$ cat config.mk
export PLATFORM = sky130hd
export DESIGN_NAME = kernel_a_drain_flat
export DESIGN_NICKNAME = d
export VERILOG_FILES = /design/src/rtl/kernel_a_drain_if.sv /design/src/rtl/kernel_a_drain.sv /design/src/flat_wrapper.sv
export SDC_FILE = /design/constraint.sdc
export NUM_CORES = 1
export LEC_CHECK = 0
export ABC_AREA = 1
export CAP_MARGIN = 20
export CORE_UTILIZATION = 35
export DETAILED_ROUTE_END_ITERATION = 16
export SETUP_SLACK_MARGIN = 0.15
export SLEW_MARGIN = 0
export SYNTH_ARGS = -nofsm -noshare
export SYNTH_HDL_FRONTEND = slang
export SYNTH_SLANG_ARGS = --single-unit
export TNS_END_PERCENT = 10
$ cat constraint.sdc
create_clock -name clk -period 3.7 [get_ports clk]
set_input_delay 0.74 -clock clk [delete_from_list [all_inputs] [get_ports clk]]
set_output_delay 0.74 -clock clk [all_outputs]
set_load 0.02 [all_outputs]
$ cat src/rtl/kernel_a_drain_if.sv
// kernel_a_drain_if: upstream accept, kernel result and buffered-output handshake bundle.
interface kernel_a_drain_if #(parameter int DATAW = 32) ();
  logic             in_valid;
  logic             in_last;
  logic             in_ready;
  logic [DATAW-1:0] kv_data;
  logic             stall;
  logic [DATAW-1:0] out_data;
  logic             out_last;
  logic             out_valid;
  logic             out_ready;
  modport slave (input in_valid, in_last, kv_data, out_ready,
                 output in_ready, stall, out_data, out_last, out_valid);
  modport master (output in_valid, in_last, kv_data, out_ready,
                  input in_ready, stall, out_data, out_last, out_valid);
endinterface

$ cat src/rtl/kernel_a_drain.sv
// kernel_a_drain: tags kernel_A results through its pipeline, buffers them in a FWFT FIFO and sequences stream drain.
// Optional word counter enabled by defining KERNEL_A_DRAIN_WCNT_EN.
module kernel_a_drain #(
  parameter int DATAW      = 32,
  parameter int PIPE_LAT   = 4,
  parameter int FIFO_DEPTH = 8,
  localparam int AW = $clog2(FIFO_DEPTH),
  localparam int CW = AW + 1
) (
  input  logic          clk,
  input  logic          rst,
  kernel_a_drain_if.slave io,
  output logic          done,
  output logic [CW-1:0] count,
  output logic [31:0]   word_cnt
);
  localparam logic [1:0] IDLE = 2'd0, RUN = 2'd1, DRAIN = 2'd2, DONE = 2'd3;
  logic [1:0]          state_q, state_d;
  logic [PIPE_LAT-1:0] vld_q, vld_d, lst_q, lst_d;
  logic [AW-1:0]       wp_q, wp_d, rp_q, rp_d;
  logic [CW-1:0]       count_q, count_d;
  logic [DATAW:0]      mem_q [FIFO_DEPTH];
  logic                accept, wr, pop;
  always_comb begin
    io.stall     = count_q == CW'(FIFO_DEPTH);
    io.in_ready  = !io.stall && (state_q == IDLE || state_q == RUN);
    accept       = io.in_valid && io.in_ready;
    wr           = !io.stall && vld_q[PIPE_LAT-1];
    io.out_valid = count_q != '0;
    io.out_data  = mem_q[rp_q][DATAW-1:0];
    io.out_last  = io.out_valid && mem_q[rp_q][DATAW];
    pop          = io.out_valid && io.out_ready;
    vld_d        = io.stall ? vld_q : (vld_q << 1) | PIPE_LAT'(accept);
    lst_d        = io.stall ? lst_q : (lst_q << 1) | PIPE_LAT'(accept && io.in_last);
    wp_d         = wp_q + AW'(wr);
    rp_d         = rp_q + AW'(pop);
    count_d      = count_q + CW'(wr) - CW'(pop);
    state_d      = state_q == DONE  ? IDLE :
                   state_q == DRAIN ? (pop && io.out_last ? DONE : DRAIN) :
                   accept           ? (io.in_last ? DRAIN : RUN) : state_q;
    done         = state_q == DONE;
    count        = count_q;
  end
  always_ff @(posedge clk or negedge rst) begin
    if (!rst) begin
      state_q <= IDLE;
      vld_q   <= '0;
      lst_q   <= '0;
      wp_q    <= '0;
      rp_q    <= '0;
      count_q <= '0;
    end else begin
      state_q <= state_d;
      vld_q   <= vld_d;
      lst_q   <= lst_d;
      wp_q    <= wp_d;
      rp_q    <= rp_d;
      count_q <= count_d;
    end
  end
  // Storage needs no reset: out_valid/out_last are gated by count.
  always_ff @(posedge clk) begin
    if (wr) mem_q[wp_q] <= {lst_q[PIPE_LAT-1], io.kv_data};
  end
`ifdef KERNEL_A_DRAIN_WCNT_EN
  logic [31:0] wcnt_q, wcnt_d;
  always_comb wcnt_d = state_q == DONE ? '0 : wcnt_q + 32'(pop);
  always_ff @(posedge clk or negedge rst) begin
    if (!rst) wcnt_q <= '0;
    else wcnt_q <= wcnt_d;
  end
  assign word_cnt = wcnt_q;
`else
  assign word_cnt = '0;
`endif
endmodule

$ cat src/flat_wrapper.sv
// flat-port wrapper written by rule: the top's interface ports become plain ports
module kernel_a_drain_flat 
#(
  parameter int DATAW      = 32,
  parameter int PIPE_LAT   = 4,
  parameter int FIFO_DEPTH = 8,
  localparam int AW = $clog2(FIFO_DEPTH),
  localparam int CW = AW + 1
)
  (clk, rst, done, count, word_cnt, io_in_valid, io_in_last, io_kv_data, io_out_ready, io_in_ready, io_stall, io_out_data, io_out_last, io_out_valid);
  kernel_a_drain_if #(.DATAW(DATAW)) io_i ();
  input  logic clk;
  input  logic rst;
  output logic done;
  output logic [CW-1:0] count;
  output logic [31:0] word_cnt;
  input wire logic [$bits(io_i.in_valid)-1:0] io_in_valid;
  input wire logic [$bits(io_i.in_last)-1:0] io_in_last;
  input wire logic [$bits(io_i.kv_data)-1:0] io_kv_data;
  input wire logic [$bits(io_i.out_ready)-1:0] io_out_ready;
  output wire logic [$bits(io_i.in_ready)-1:0] io_in_ready;
  output wire logic [$bits(io_i.stall)-1:0] io_stall;
  output wire logic [$bits(io_i.out_data)-1:0] io_out_data;
  output wire logic [$bits(io_i.out_last)-1:0] io_out_last;
  output wire logic [$bits(io_i.out_valid)-1:0] io_out_valid;
  assign io_i.in_valid = io_in_valid;
  assign io_i.in_last = io_in_last;
  assign io_i.kv_data = io_kv_data;
  assign io_i.out_ready = io_out_ready;
  assign io_in_ready = io_i.in_ready;
  assign io_stall = io_i.stall;
  assign io_out_data = io_i.out_data;
  assign io_out_last = io_i.out_last;
  assign io_out_valid = io_i.out_valid;
  kernel_a_drain #(.DATAW(DATAW), .PIPE_LAT(PIPE_LAT), .FIFO_DEPTH(FIFO_DEPTH)) u_core (.clk(clk), .rst(rst), .io(io_i), .done(done), .count(count), .word_cnt(word_cnt));
endmodule
# --- Word level (Yosys, flattened, before mapping) ---
# Memory sizes are Yosys's and may differ from the RTL's.
# Index checks and enable logic that the tools add are counted.
op_classes:
  n_addsub: 4
  mul: 0
  div_mod_pow: 0
  magnitude_cmp: 0
  eq_ne: 4
  shifts: 0
  mux: 7
  bitwise: 2
  reduce_logical: 12
op_table:
  columns: ["operator", "count"]
  rows:
  - ["2-bit two-way mux", 4]
  - ["4-bit by 1-bit OR with 4-bit output", 2]
  - ["1-bit logical AND", 7]
  - ["3-bit by 1-bit adder with 3-bit output", 2]
  - ["4-bit by 1-bit adder with 4-bit output", 1]
  - ["2-bit equality test (second input constant)", 2]
  - ["4-bit equality test (second input constant)", 1]
  - ["4-bit nonzero test", 1]
  - ["4-bit by 1-bit subtractor with 4-bit output", 1]
  - ["1-bit two-way mux", 3]
  - ["3-bit nonzero test", 1]
  - ["2-bit by 1-bit equality test with 1-bit output (second input constant)", 1]
  - ["2-bit zero test", 1]
  - ["1-bit zero test", 1]
  - ["1-bit logical OR", 1]
word_totals:
  register_bits: 20
  latch_bits: 0
  mem_bits_rw: 264
  rom_bits: 0
  in_bits: 37
  output_inout_bits: 73
  elab_cells: 36
  mem_count: 1
memory_table:
  columns: ["memory", "depth", "width", "read_ports", "rd_clocked_by_memory_dff", "write_ports", "line", "rtl"]
  rows:
  - ["u_core.mem_q", 8, 33, 1, 0, 1, "kernel_a_drain.sv:22", "logic [DATAW:0] mem_q [FIFO_DEPTH];"]

# --- Depth between registers and ports, before layout ---
depth:
  ltp_word: 7
  depth_mapped: 11
  depth_no_buf: 11

# --- Worst setup path before layout ---
# Ideal clock, no wire load.
synth_path:
  kind: "reg-to-reg"
  start: "reg u_core.count_q[2] (netlist: u_core.count[2])"
  end: "mem u_core.mem_q[0][0] (netlist name) (enable)"
  setup_ns: 0.423
  arrival_time_ns: 2.726
  t_required_ns: 3.277
  slack_ns: 0.551
  stages_incl_launch_ff: 8
  path_buffers: 0
  synth_period_minus_slack_ns: 3.149
  cell_sequence: "dfrtp_1 inv_1 ha_1 nand2_2 inv_2 nor2_1 nand2_1 nor2_1"
synth_via:
  elab_chain_len: 5
synth_lines:
  columns: ["item", "line", "rtl"]
  rows:
  - ["start: declaration", "kernel_a_drain.sv:21", "logic [CW-1:0] count_q, count_d;"]
  - ["start signal: assignment", "kernel_a_drain.sv:58", "count_q <= count_d;"]
  - ["4-bit equality test", "kernel_a_drain.sv:25", "io.stall = count_q == CW'(FIFO_DEPTH);"]
  - ["net io_stall", "flat_wrapper.sv:22", "output wire logic [$bits(io_i.stall)-1:0] io_stall;"]
  - ["1-bit zero test", "kernel_a_drain.sv:28", "wr = !io.stall && vld_q[PIPE_LAT-1];"]
  - ["1-bit logical AND", "kernel_a_drain.sv:28", null]
  - ["1-bit two-way mux", "kernel_a_drain.sv:63", "if (wr) mem_q[wp_q] <= {lst_q[PIPE_LAT-1], io.kv_data};"]
  - ["1-bit two-way mux (not written as such)", "kernel_a_drain.sv:63", null]
  - ["end: declaration", "kernel_a_drain.sv:22", null]
# The timed path passes the listed nets, and every way through them passes these cells.

# --- Worst setup path in the final report ---
layout_path:
  start: "reg u_core.rp_q[0]"
  end: "out io_out_data[2]"
layout_via:
  elab_chain_len: 1
layout_lines:
  columns: ["item", "line", "rtl"]
  rows:
  - ["start: declaration", "kernel_a_drain.sv:20", "logic [AW-1:0] wp_q, wp_d, rp_q, rp_d;"]
  - ["start signal: assignment", "kernel_a_drain.sv:57", "rp_q <= rp_d;"]
  - ["memory 8 x 33 bit", null, null]
  - ["end: declaration", "flat_wrapper.sv:23", "output wire logic [$bits(io_i.out_data)-1:0] io_out_data;"]
# No other way between the ends.

==> out/qor.yml <==
setup_path:
  cp-start-kind: "flop"
  cpMaxStageDelayCell: "clkdlybuf4s50_1"
  cp.arrival_ns: 2.81
  path_class: "reg -> out"
  cp.depth: 6
  worst-r2r-cell-count: 8
  reg2reg_slack_ns: 1.14
  cp-end-kind: "primary output"
  worstPathRequired_ns: 2.96
  cp_max_fo: 59
  critPathTopFamily: "buffers and inverters"
  cp_num_buf_inv: 2
  slowest_delay_ns: 0.68
  crit_chain: "buf_12 -> o21ai_0 -> o22ai_1 -> nor2_1 -> a31oi_1 -> clkdlybuf4s50_1"
layout:
  final_layout_size_suffix_gt1_share_pct: 8.35
  fin_area_um2: 13700
  n_fill_cell: 2992
  finish.utilization_pct: 42.9
  area_delta_synth_final_pct: 19.4
  fin_nets: 1022
  instances_no_fill: 1431
timing:
  min_period_ns: 3.55
  slew_headroom_pct: 55.9
  rsz0062_at_grt: "yes"
  worst_pin_slew_ns: 0.660
  hold_violations: 0
  whs_ns: 0.443
  fin_crit_sh_pct: 95.9
  timing.fmax_ghz: 0.282
  final.setup.tns_ns: 0
  clock_skew_ns: 0.0122
  slew_violations: 0
  post-route-worst-setup-slack_ns: 0.151
  setup_viol: 0
grt:
  overflow: 0
  grt_max_degree: 68
  grt_pass1_wl_mm: 38.3
  first_global_vias: 6920
  antenna_found_initial: 1
  track_usage_pct: 14.8
synthesis:
  yosysWarnings: 0
  synth.area.top_cells: "edfxtp_1 69%, nor2_1 7.7%, o21ai_0 4.9%"
  netlist_instances: 893
  ys_ff_latch: 284
  avgSynthCellArea_um2: 12.8
  synth_cell_types: 30
  synth_area_um2: 11400
  yosysSeqAreaShare_pct: 73.6
  synth_top_area_share_pct: 69.3
  yosysTopAreaCell: "edfxtp_1"
routing:
  ant_nets: 0
  dr.pass1.iters: 5
  wirelength_mm: 24.1
  routedWlPerCell_um: 16.9
  drcViolationCount: 0
  via_per_inst: 4.78
  num_vias: 6847
  first_iter_violations: 427
power:
  p_per_area_nw_per_um2: 843
  ir_worst_vdd_mv: 0.445
  finalPower_mw: 11.5
  p_leak_nw: 4.69
clock_tree:
  clockBufferDepth: 3
  clk_pin_slew_ns: 0.06
  root_buffer: "clkbuf_16"
  clock_latency_ns: 0.53
  ctsHoldBuffers: 0
  cts_tree: "yes"
  cts_buffers: 28
  clock_sinks: 284
  cts_max_level: 1
place:
  gp_congestion: 0.716
  post-place-cells: 1377
  place_ws_ns: 0.436
  hpwl_mm: 13.0
  placed_area_um2: 12600
  port_buffers: 77
status:
  status: "finished clean"
floorplanning:
  die_area_um2: 33400
  die_w_um: 183
  fp.dieH_um: 183
  num_rows: 65
  boundaryPins: 110
  start_util_pct: 35.9
  core_area_um2: 31900
job:
  drv_cap: 0
worst_hold_path:
  hold_path.class: "in -> async"
[state kept, by name, indices dropped and copies added, names as in the netlist]
| signal | flops |
|---|---|
| u_core.mem_q | 264 |
| u_core.rp_q | 3 |
| u_core.vld_q | 4 |
| u_core.lst_q | 4 |
| u_core.wp_q | 3 |
| u_core.state_q | 2 |
| u_core.count | 4 |
[power by group]
part / internal [mW] / switching [mW] / leakage (nW) / total [mW]
clock network: 1.83 / 1.13 / 0.467 / 2.96
registers: 4.01 / 0.192 / 2.63 / 4.20
logic: 1.63 / 2.72 / 1.59 / 4.35
[cells in the mapped netlist, drive strengths merged]
cell and n:
a21oi 2, a31oi 32, and2 1, and3 1, buf 64, clkbuf 18
conb 1, dfrtp 20, edfxtp 264, fa 1, ha 10, inv 29
nand2 35, nand3 6, nand4 1, nor2 237, o21ai 134, o21bai 1
o22ai 32, xnor2 2, xor2 2
[metal layers]
metal | track usage (%) | up-vias | routed length (um)
met3 | 2.56 | 29 | 1230
met2 | 25.1 | 156 | 11600
met5 | 0 | - | 0
li1 | - | 3294 | -
met4 | 3.47 | 0 | 380
met1 | 19.7 | 3368 | 10900
[layout make-up]
type	count	area [um^2]	share of cell area, %
Sequential cell	284	8430	61.7
Multi-Input combinational cell	529	2530	18.5
Timing Repair Buffer	102	1050	7.69
Clock buffer	38	790	5.78
Tap cell	435	544	3.98
Clock inverter	12	185	1.36
Inverter	29	128	0.934
Antenna cell	2	5.00	0.0366
[worst paths after layout]
| path | from | to |
|---|---|---|
| worst max-delay path | u_core.rp_q[0] | io_out_data[2] |
| worst min-delay path | rst | u_core.count[3] |
| worst max register to register | u_core.count[2] | u_core.mem_q[1][29] |
| worst min register to register | u_core.lst_q[2] | u_core.lst_q[3] |
| max in group asynchronous | rst | u_core.rp_q[1] |
| min in group clk | u_core.lst_q[2] | u_core.lst_q[3] |
[logic make-up after synthesis]
kind of cell	synth area share [%]
flip-flops	73.6
AND/OR/NAND/NOR	9.43
AO/OA/AOI/OAI	9.51
buffers and inverters	5.82
adder cells (fa/ha/maj)	1.27
XOR/XNOR	0.306
other	0.0328
[cell usage in the layout, fill, tap and decap left out, types with 17 or more instances in the layout]
cell	count
a31oi_1	32
nand2_1	32
buf_4	17
nor2_1	228
o21ai_0	111
o22ai_1	32
dfrtp_1	18
o21ai_1	23
clkbuf_16	29
edfxtp_1	264
inv_1	25
conb_1	32
clkdlybuf4s50_1	76
[repair_timing]
item / in CTS / in global routing
endpoints found under the setup margin: 30 / 25
setup buffers: 1 / 0
gates resized for setup: 8 / 2
gates cloned: 0 / 0
Note: power is estimated with default switching activity, not from simulation.
